===== src/rtl/mult_booth.sv =====
// Sequential signed WIDTHxWIDTH multiplier using radix-2 Booth recoding,
// one recoding step per clock, with the product held in Hi/Lo.
module mult_booth #(
  parameter int WIDTH = 32
) (
  input  logic             clk,
  input  logic             reset,
  input  logic             start,
  input  logic [WIDTH-1:0] Multiplicando,
  input  logic [WIDTH-1:0] Multiplicador,
  output logic             busy,
  output logic             done,
  output logic [WIDTH-1:0] Hi,
  output logic [WIDTH-1:0] Lo
);

  localparam int CW = $clog2(WIDTH + 1);

  typedef enum logic [1:0] {IDLE, RUN, DONE} state_t;

  state_t           state_q, state_d;
  logic [WIDTH:0]   m_q, m_d;
  logic [WIDTH:0]   a_q, a_d;
  logic [WIDTH-1:0] q_q, q_d;
  logic             q1_q, q1_d;
  logic [CW-1:0]    cnt_q, cnt_d;
  logic [WIDTH-1:0] hi_q, hi_d;
  logic [WIDTH-1:0] lo_q, lo_d;
  logic             busy_q, busy_d;
  logic             done_q, done_d;

  logic [WIDTH:0]   sum;
  logic [WIDTH:0]   a_sh;
  logic [WIDTH-1:0] q_sh;

  // The extra accumulator bit keeps A-M exact when M is the most negative value.
  always_comb begin
    unique case ({q_q[0], q1_q})
      2'b01:   sum = a_q + m_q;
      2'b10:   sum = a_q - m_q;
      default: sum = a_q;
    endcase
    a_sh = {sum[WIDTH], sum[WIDTH:1]};
    q_sh = {sum[0], q_q[WIDTH-1:1]};
  end

  always_comb begin
    state_d = state_q;
    m_d     = m_q;
    a_d     = a_q;
    q_d     = q_q;
    q1_d    = q1_q;
    cnt_d   = cnt_q;
    hi_d    = hi_q;
    lo_d    = lo_q;
    busy_d  = busy_q;
    done_d  = 1'b0;

    unique case (state_q)
      IDLE, DONE: begin
        if (start) begin
          m_d     = {Multiplicando[WIDTH-1], Multiplicando};
          a_d     = '0;
          q_d     = Multiplicador;
          q1_d    = 1'b0;
          cnt_d   = CW'(WIDTH);
          busy_d  = 1'b1;
          state_d = RUN;
        end else if (state_q == DONE) begin
          state_d = IDLE;
        end
      end
      RUN: begin
        a_d   = a_sh;
        q_d   = q_sh;
        q1_d  = q_q[0];
        cnt_d = cnt_q - 1'b1;
        if (cnt_q == CW'(1)) begin
          hi_d    = a_sh[WIDTH-1:0];
          lo_d    = q_sh;
          done_d  = 1'b1;
          busy_d  = 1'b0;
          state_d = DONE;
        end
      end
      default: state_d = IDLE;
    endcase
  end

  always_ff @(posedge clk) begin
    if (reset) begin
      state_q <= IDLE;
      m_q     <= '0;
      a_q     <= '0;
      q_q     <= '0;
      q1_q    <= 1'b0;
      cnt_q   <= '0;
      hi_q    <= '0;
      lo_q    <= '0;
      busy_q  <= 1'b0;
      done_q  <= 1'b0;
    end else begin
      state_q <= state_d;
      m_q     <= m_d;
      a_q     <= a_d;
      q_q     <= q_d;
      q1_q    <= q1_d;
      cnt_q   <= cnt_d;
      hi_q    <= hi_d;
      lo_q    <= lo_d;
      busy_q  <= busy_d;
      done_q  <= done_d;
    end
  end

  assign busy = busy_q;
  assign done = done_q;
  assign Hi   = hi_q;
  assign Lo   = lo_q;

endmodule


===== config.mk =====
export PLATFORM = sky130hd
export DESIGN_NAME = mult_booth
export DESIGN_NICKNAME = d
export VERILOG_FILES = /design/src/rtl/mult_booth.sv
export SDC_FILE = /design/constraint.sdc
export NUM_CORES = 1
export LEC_CHECK = 0
export CAP_MARGIN = 40
export CORE_ASPECT_RATIO = 0.9
export CORE_MARGIN = 2
export CORE_UTILIZATION = 51
export CTS_BUF_LIST = sky130_fd_sc_hd__clkbuf_8
export CTS_CLUSTER_DIAMETER = 100
export DETAILED_ROUTE_END_ITERATION = 10
export PLACE_DENSITY = 0.76
export SLEW_MARGIN = 20
export SYNTH_ARGS = -nofsm -noshare
export SYNTH_HDL_FRONTEND = slang
export SYNTH_SLANG_ARGS = --single-unit

===== constraint.sdc =====
create_clock -name clk -period 4.2 [get_ports clk]
set_clock_uncertainty 0.2 [all_clocks]
set_input_delay 0.84 -clock clk [delete_from_list [all_inputs] [get_ports clk]]
set_output_delay 0.84 -clock clk [all_outputs]
set_load 0.02 [all_outputs]

* Word-level counts from Yosys, hierarchy flattened
Cells that the tools add are included.
** Cells by class
- Add/sub/neg operators :: 3
- Eq/ne operators :: 8
- Muxes and demuxes :: 17
- Bitwise gates (word level) :: 1
- Reduce and logical (&&, ||, !) cells :: 9
** Operators by type and width (count)
- $pmux 33 s2 :: 2
- $pmux 32 s2 :: 1
- $add 33x33->33 :: 1
- $mux 33 :: 1
- $sub 33x33->33 :: 1
- $mux 32 :: 1
- $pmux 6 s2 :: 1
- $reduce_and 2->1 :: 4
- $eq 6x1->1 const B :: 1
- $mux 2 :: 3
- $mux 6 :: 1
- $sub 6x1->6 const B :: 1
- $eq 2x1->1 const B :: 2
- $eq 2x2->1 const B :: 2
- $mux 1 :: 4
- $ne 2x2->1 const B :: 2
- $pmux 1 s2 :: 2
- $pmux 2 s2 :: 1
- $reduce_or 2->1 :: 2
- $ne 3x3->1 const B :: 1
- $reduce_and 3->1 :: 1
- $logic_not 2->1 :: 1
- $reduce_bool 2->1 :: 1
- $not 1->1 :: 1
** Storage, ports and cells
- Bits in registers :: 172
- Bits of input ports :: 67
- Output and inout port bits :: 66
- Word-level logic and storage cells :: 48

* Depth between registers and ports, before layout
- Depth after elaboration :: 4
- Mapped depth :: 20
- Depth with buffers taken out :: 19

* Worst setup path before layout
OpenSTA, ideal clock, no wires.
- Path kind :: register -> register
- From :: reg m_q[5]
- To :: reg hi_q[26] (netlist: Hi[26])
- Library setup time :: 0.137 ns
- Arrival :: 4.269 ns
- Required time :: 3.863 ns
- Setup slack :: -0.407 ns
- Cell stages (with the launch flop) :: 17
- Path buffers :: 1
- Clock period less this slack :: 4.607 ns
- Cells stage by stage :: dfxtp_1 > buf_6 > or4_4 > or3_4 > nor3_1 > a21oi_1 > xnor2_1 > ha_1 > a21oi_1 > o21ai_0 > o21bai_1 > a221o_1 > o31a_1 > o21a_1 > or4b_1 > nand3_1 > a211oi_1
** On the way
- Longest elaborated chain between the ends :: 2
- Elaborated cells on any way between the ends :: 3
- Classes of those cells :: add/sub: 2; mux: 1
** RTL lines
- start, declared :: line 22 : logic [WIDTH:0] m_q, m_d;
- start signal, assigned :: line 104 : m_q <= m_d;
- $sub 33x33->33 / $add 33x33->33 (equally long branches) :: line 40, 39
- $pmux 33 s2 (*) :: line 38 : unique case ({q_q[0], q1_q})
- end signal, assigned :: line 109 : hi_q <= hi_d;
- end, declared :: line 27 : logic [WIDTH-1:0] hi_q, hi_d;
Mark *: on every way between the ends. The rest lies on a longest branch, timed or not.
A chain may end at the register's enable or synchronous reset.

* Worst setup path in the final report
- From :: reg m_q[8]
- To :: reg hi_q[31] (netlist: Hi[31])
The elaborated chain is that of the path after synthesis.

==> results.cfg <==
[outcome]
status = finished with violations
violations = negative setup slack

[sta]
finalWorstSetupSlack_ns = -0.283
maxSlewHeadroom = 0.429
worst_pin_slew_ns = 0.856
rsz0062_at_grt = true
slew_viol_final = 0
period_share = 1.07
max_freq_mhz = 223
setup_violations = 21
final_hold_viol_count = 0
fin_crit_ns = 4.48
hold_slack_ns = 0.255

[placement]
port_buffers = 132
place_area_sq_um = 10900
placed_cells = 1509
gp_congestion = 0.988
post-place-ws_ns = -0.329
dp_hpwl_mm = 17.7

[worst_setup_path]
required_ns = 4.39
arrival_ns = 4.68
end_kind = flop
critPathMaxFanout = 5
startpoint_type = flop
path_class = reg2reg

[worst_hold_path]
hold_class = reg2reg

[layout]
drive_above_1_share = 0.167
fill_cells = 1357
layout_commonest_cell = nand2_1
n_antenna_cell = 0
multiInputGateArea_sq_um = 5490
area.growth.synth_to_final_pct = 34.2
seq_area_sq_um = 3430
fin_util = 0.701
postLayoutCellArea_sq_um = 11900
final_net_count = 1425
instances_no_fill = 1569
final_cell_mix = 208 x nand2_1, 169 x dfxtp_1, 147 x a21oi_1

[global_routing]
antenna_found_initial = 0
grt_pass1_wl_mm = 38.8
track_usage = 0.263
grt_pass1_vias = 7614
grt_max_degree = 84
grt_overflow = 0

[flow_run]
cap_violations = 0

[clocking]
cts_tree = done
clk_latency_ns = 0.47
cts_hold_buf = 0
cts.root.buffer_cell = clkbuf_8
ctsHtreeMaxLevel = 4
numCtsBuffers = 17
clk_pin_slew_ns = 0.09
clk_path_buf_depth = 2
clock_sinks = 171

[logic_synthesis]
synth.area.top_cells = dfxtp_1 39%, a21oi_1 9.2%, nand2_1 8.9%, ha_1 5.1%, nor2_1 4.4%
ys_seq_area_frac = 0.387
syn_avg_cell_area_sq_um = 7.77
synth_largest_area_cell = dfxtp_1
ys_ff_latch = 171
synth_edf_count = 0
ys.flop_type = dfxtp_1
synth.distinct_cells = 64
synth_nets = 1244
synth_top_area_frac = 0.387
ys_warn_count = 0
synthArstFlopShare = 0
netlist_area_sq_um = 8850
syn_inst = 1140

[die]
die_h_um = 129
core-area_sq_um = 16900
initial_core_util = 0.522
die_area_sq_um = 18400
boundaryPins = 133
chipWidth_um = 143
num_rows = 45

[route]
drt_pass1_iterations = 5
wl_per_cell_um = 15.9
vias_per_cell = 5.56
vias = 8720
routed_wl_mm = 25.0
ant_nets = 0
drt-initial-drc-count = 664
drc = 0

[power]
irDropWorstVdd_mv = 0.224
power_density_nw_per_um2 = 355
p_leak_nw = 4.56
==> power by group <==
| group | switching, mW | leakage [nW] | total [mW] | internal (mW) |
|---|---|---|---|---|
| Combinational | 0.682 | 2.95 | 1.25 | 0.566 |
| Sequential | 0.0729 | 1.39 | 1.77 | 1.69 |
| Clock | 0.650 | 0.214 | 1.21 | 0.559 |
==> per-stage QoR <==
step                TNS, ns  total power [mW]
global route          -6.88              4.42
detailed placement    -2.97              2.90
CTS                   -1.62              4.13
floorplan            -0.370              2.51
finish                -2.83              4.22
global placement      -1.49              2.87
==> per-layer routing <==
layer | track usage | vias to the layer above | share of wire
li1 | - | 4364 | -
met1 | 0.403 | 4008 | 0.48
met2 | 0.380 | 322 | 0.42
met3 | 0.0510 | 26 | 0.081
met4 | 0.0617 | 0 | 0.013
met5 | 0 | - | 0
==> area by class of cell <==
cell class                      count  area share
Clock buffer                       18      0.0209
Clock inverter                     14      0.0137
Timing Repair Buffer              238       0.184
Tap cell                          235      0.0247
Inverter                           19     0.00621
Sequential cell                   171       0.288
Multi-Input combinational cell    874       0.462
==> flip-flops by register name, indices dropped and copies added (netlist names) <==
signal	cells
Hi	32
Lo	32
a_q	32
busy	1
cnt_q	6
done	1
m_q	32
q1_q	1
q_q	32
state_q	2
==> critical path, stage by stage (launching register included) <==
cell	delay, ns
dfxtp_2	0.33
or4_4	0.52
or3_4	0.43
inv_4	0.08
nand2_4	0.05
nor2_4	0.22
nand2_4	0.10
nor3_2	0.10
nor2_1	0.06
xnor2_1	0.21
ha_1	0.28
a21o_1	0.19
or2_4	0.26
a21o_1	0.18
o31ai_4	0.07
a221oi_4	0.07
a221oi_2	0.34
mux2_4	0.36
xnor2_2	0.14
a211oi_2	0.21
==> Yosys cell counts (2+ instances only) <==
| library cell | number |
|---|---|
| a211oi_1 | 20 |
| a21o_1 | 15 |
| a21oi_1 | 162 |
| a221oi_1 | 3 |
| a22oi_1 | 45 |
| a311oi_1 | 6 |
| a31oi_1 | 12 |
| a32oi_1 | 2 |
| and2_1 | 4 |
| and3_1 | 5 |
| and4_1 | 3 |
| buf_1 | 3 |
| buf_6 | 2 |
| clkbuf_1 | 70 |
| dfxtp_1 | 171 |
| ha_1 | 36 |
| inv_1 | 19 |
| mux2_2 | 2 |
| mux2i_1 | 7 |
| nand2_1 | 210 |
| nand2b_1 | 16 |
| nand3_1 | 14 |
| nand4_1 | 6 |
| nand4b_1 | 4 |
| nor2_1 | 104 |
| nor2b_1 | 10 |
| nor3_1 | 39 |
| nor4_1 | 6 |
| o211ai_1 | 4 |
| o21a_1 | 6 |
| o21ai_0 | 35 |
| o21bai_1 | 5 |
| o2bb2a_1 | 2 |
| o311ai_0 | 2 |
| o31ai_1 | 3 |
| or2_2 | 3 |
| or3_1 | 3 |
| or4_1 | 2 |
| xnor2_1 | 43 |
| xor2_1 | 12 |
==> what timing repair did <==
| action | CTS | global route |
|---|---|---|
| endpoints found under the setup margin | 20 | 26 |
| buffers inserted | 14 | 13 |
| pin swaps | 26 | 62 |
| gates resized for setup | 20 | 55 |
==> worst paths after layout <==
| kind | from | endpoint | slack (ns) | cells after the start |
|---|---|---|---|---|
| max | m_q[8]$_SDFFE_PP0P_ | Hi[31]$_SDFFE_PP0P_ | -0.28 | 19 |
| max reg2reg | m_q[8]$_SDFFE_PP0P_ | Hi[31]$_SDFFE_PP0P_ | -0.28 | 19 |
| min reg2reg | Lo[15]$_SDFFE_PP0P_ | Lo[15]$_SDFFE_PP0P_ | 0.26 | 2 |
| min | Lo[15]$_SDFFE_PP0P_ | Lo[15]$_SDFFE_PP0P_ | 0.26 | 2 |
==> logic make-up after synthesis <==
kind of cell               after synthesis  synth area share
and+or+nand+nor                        437             0.220
AOI/OAI and AO/OA                      335             0.231
DFF                                    171             0.387
buffers and inverters                   95            0.0421
xor gates and xnor gates                55            0.0544
adders and majority gates               37            0.0531
muxes                                   10            0.0122
Note: power is estimated with default switching activity, not from simulation.
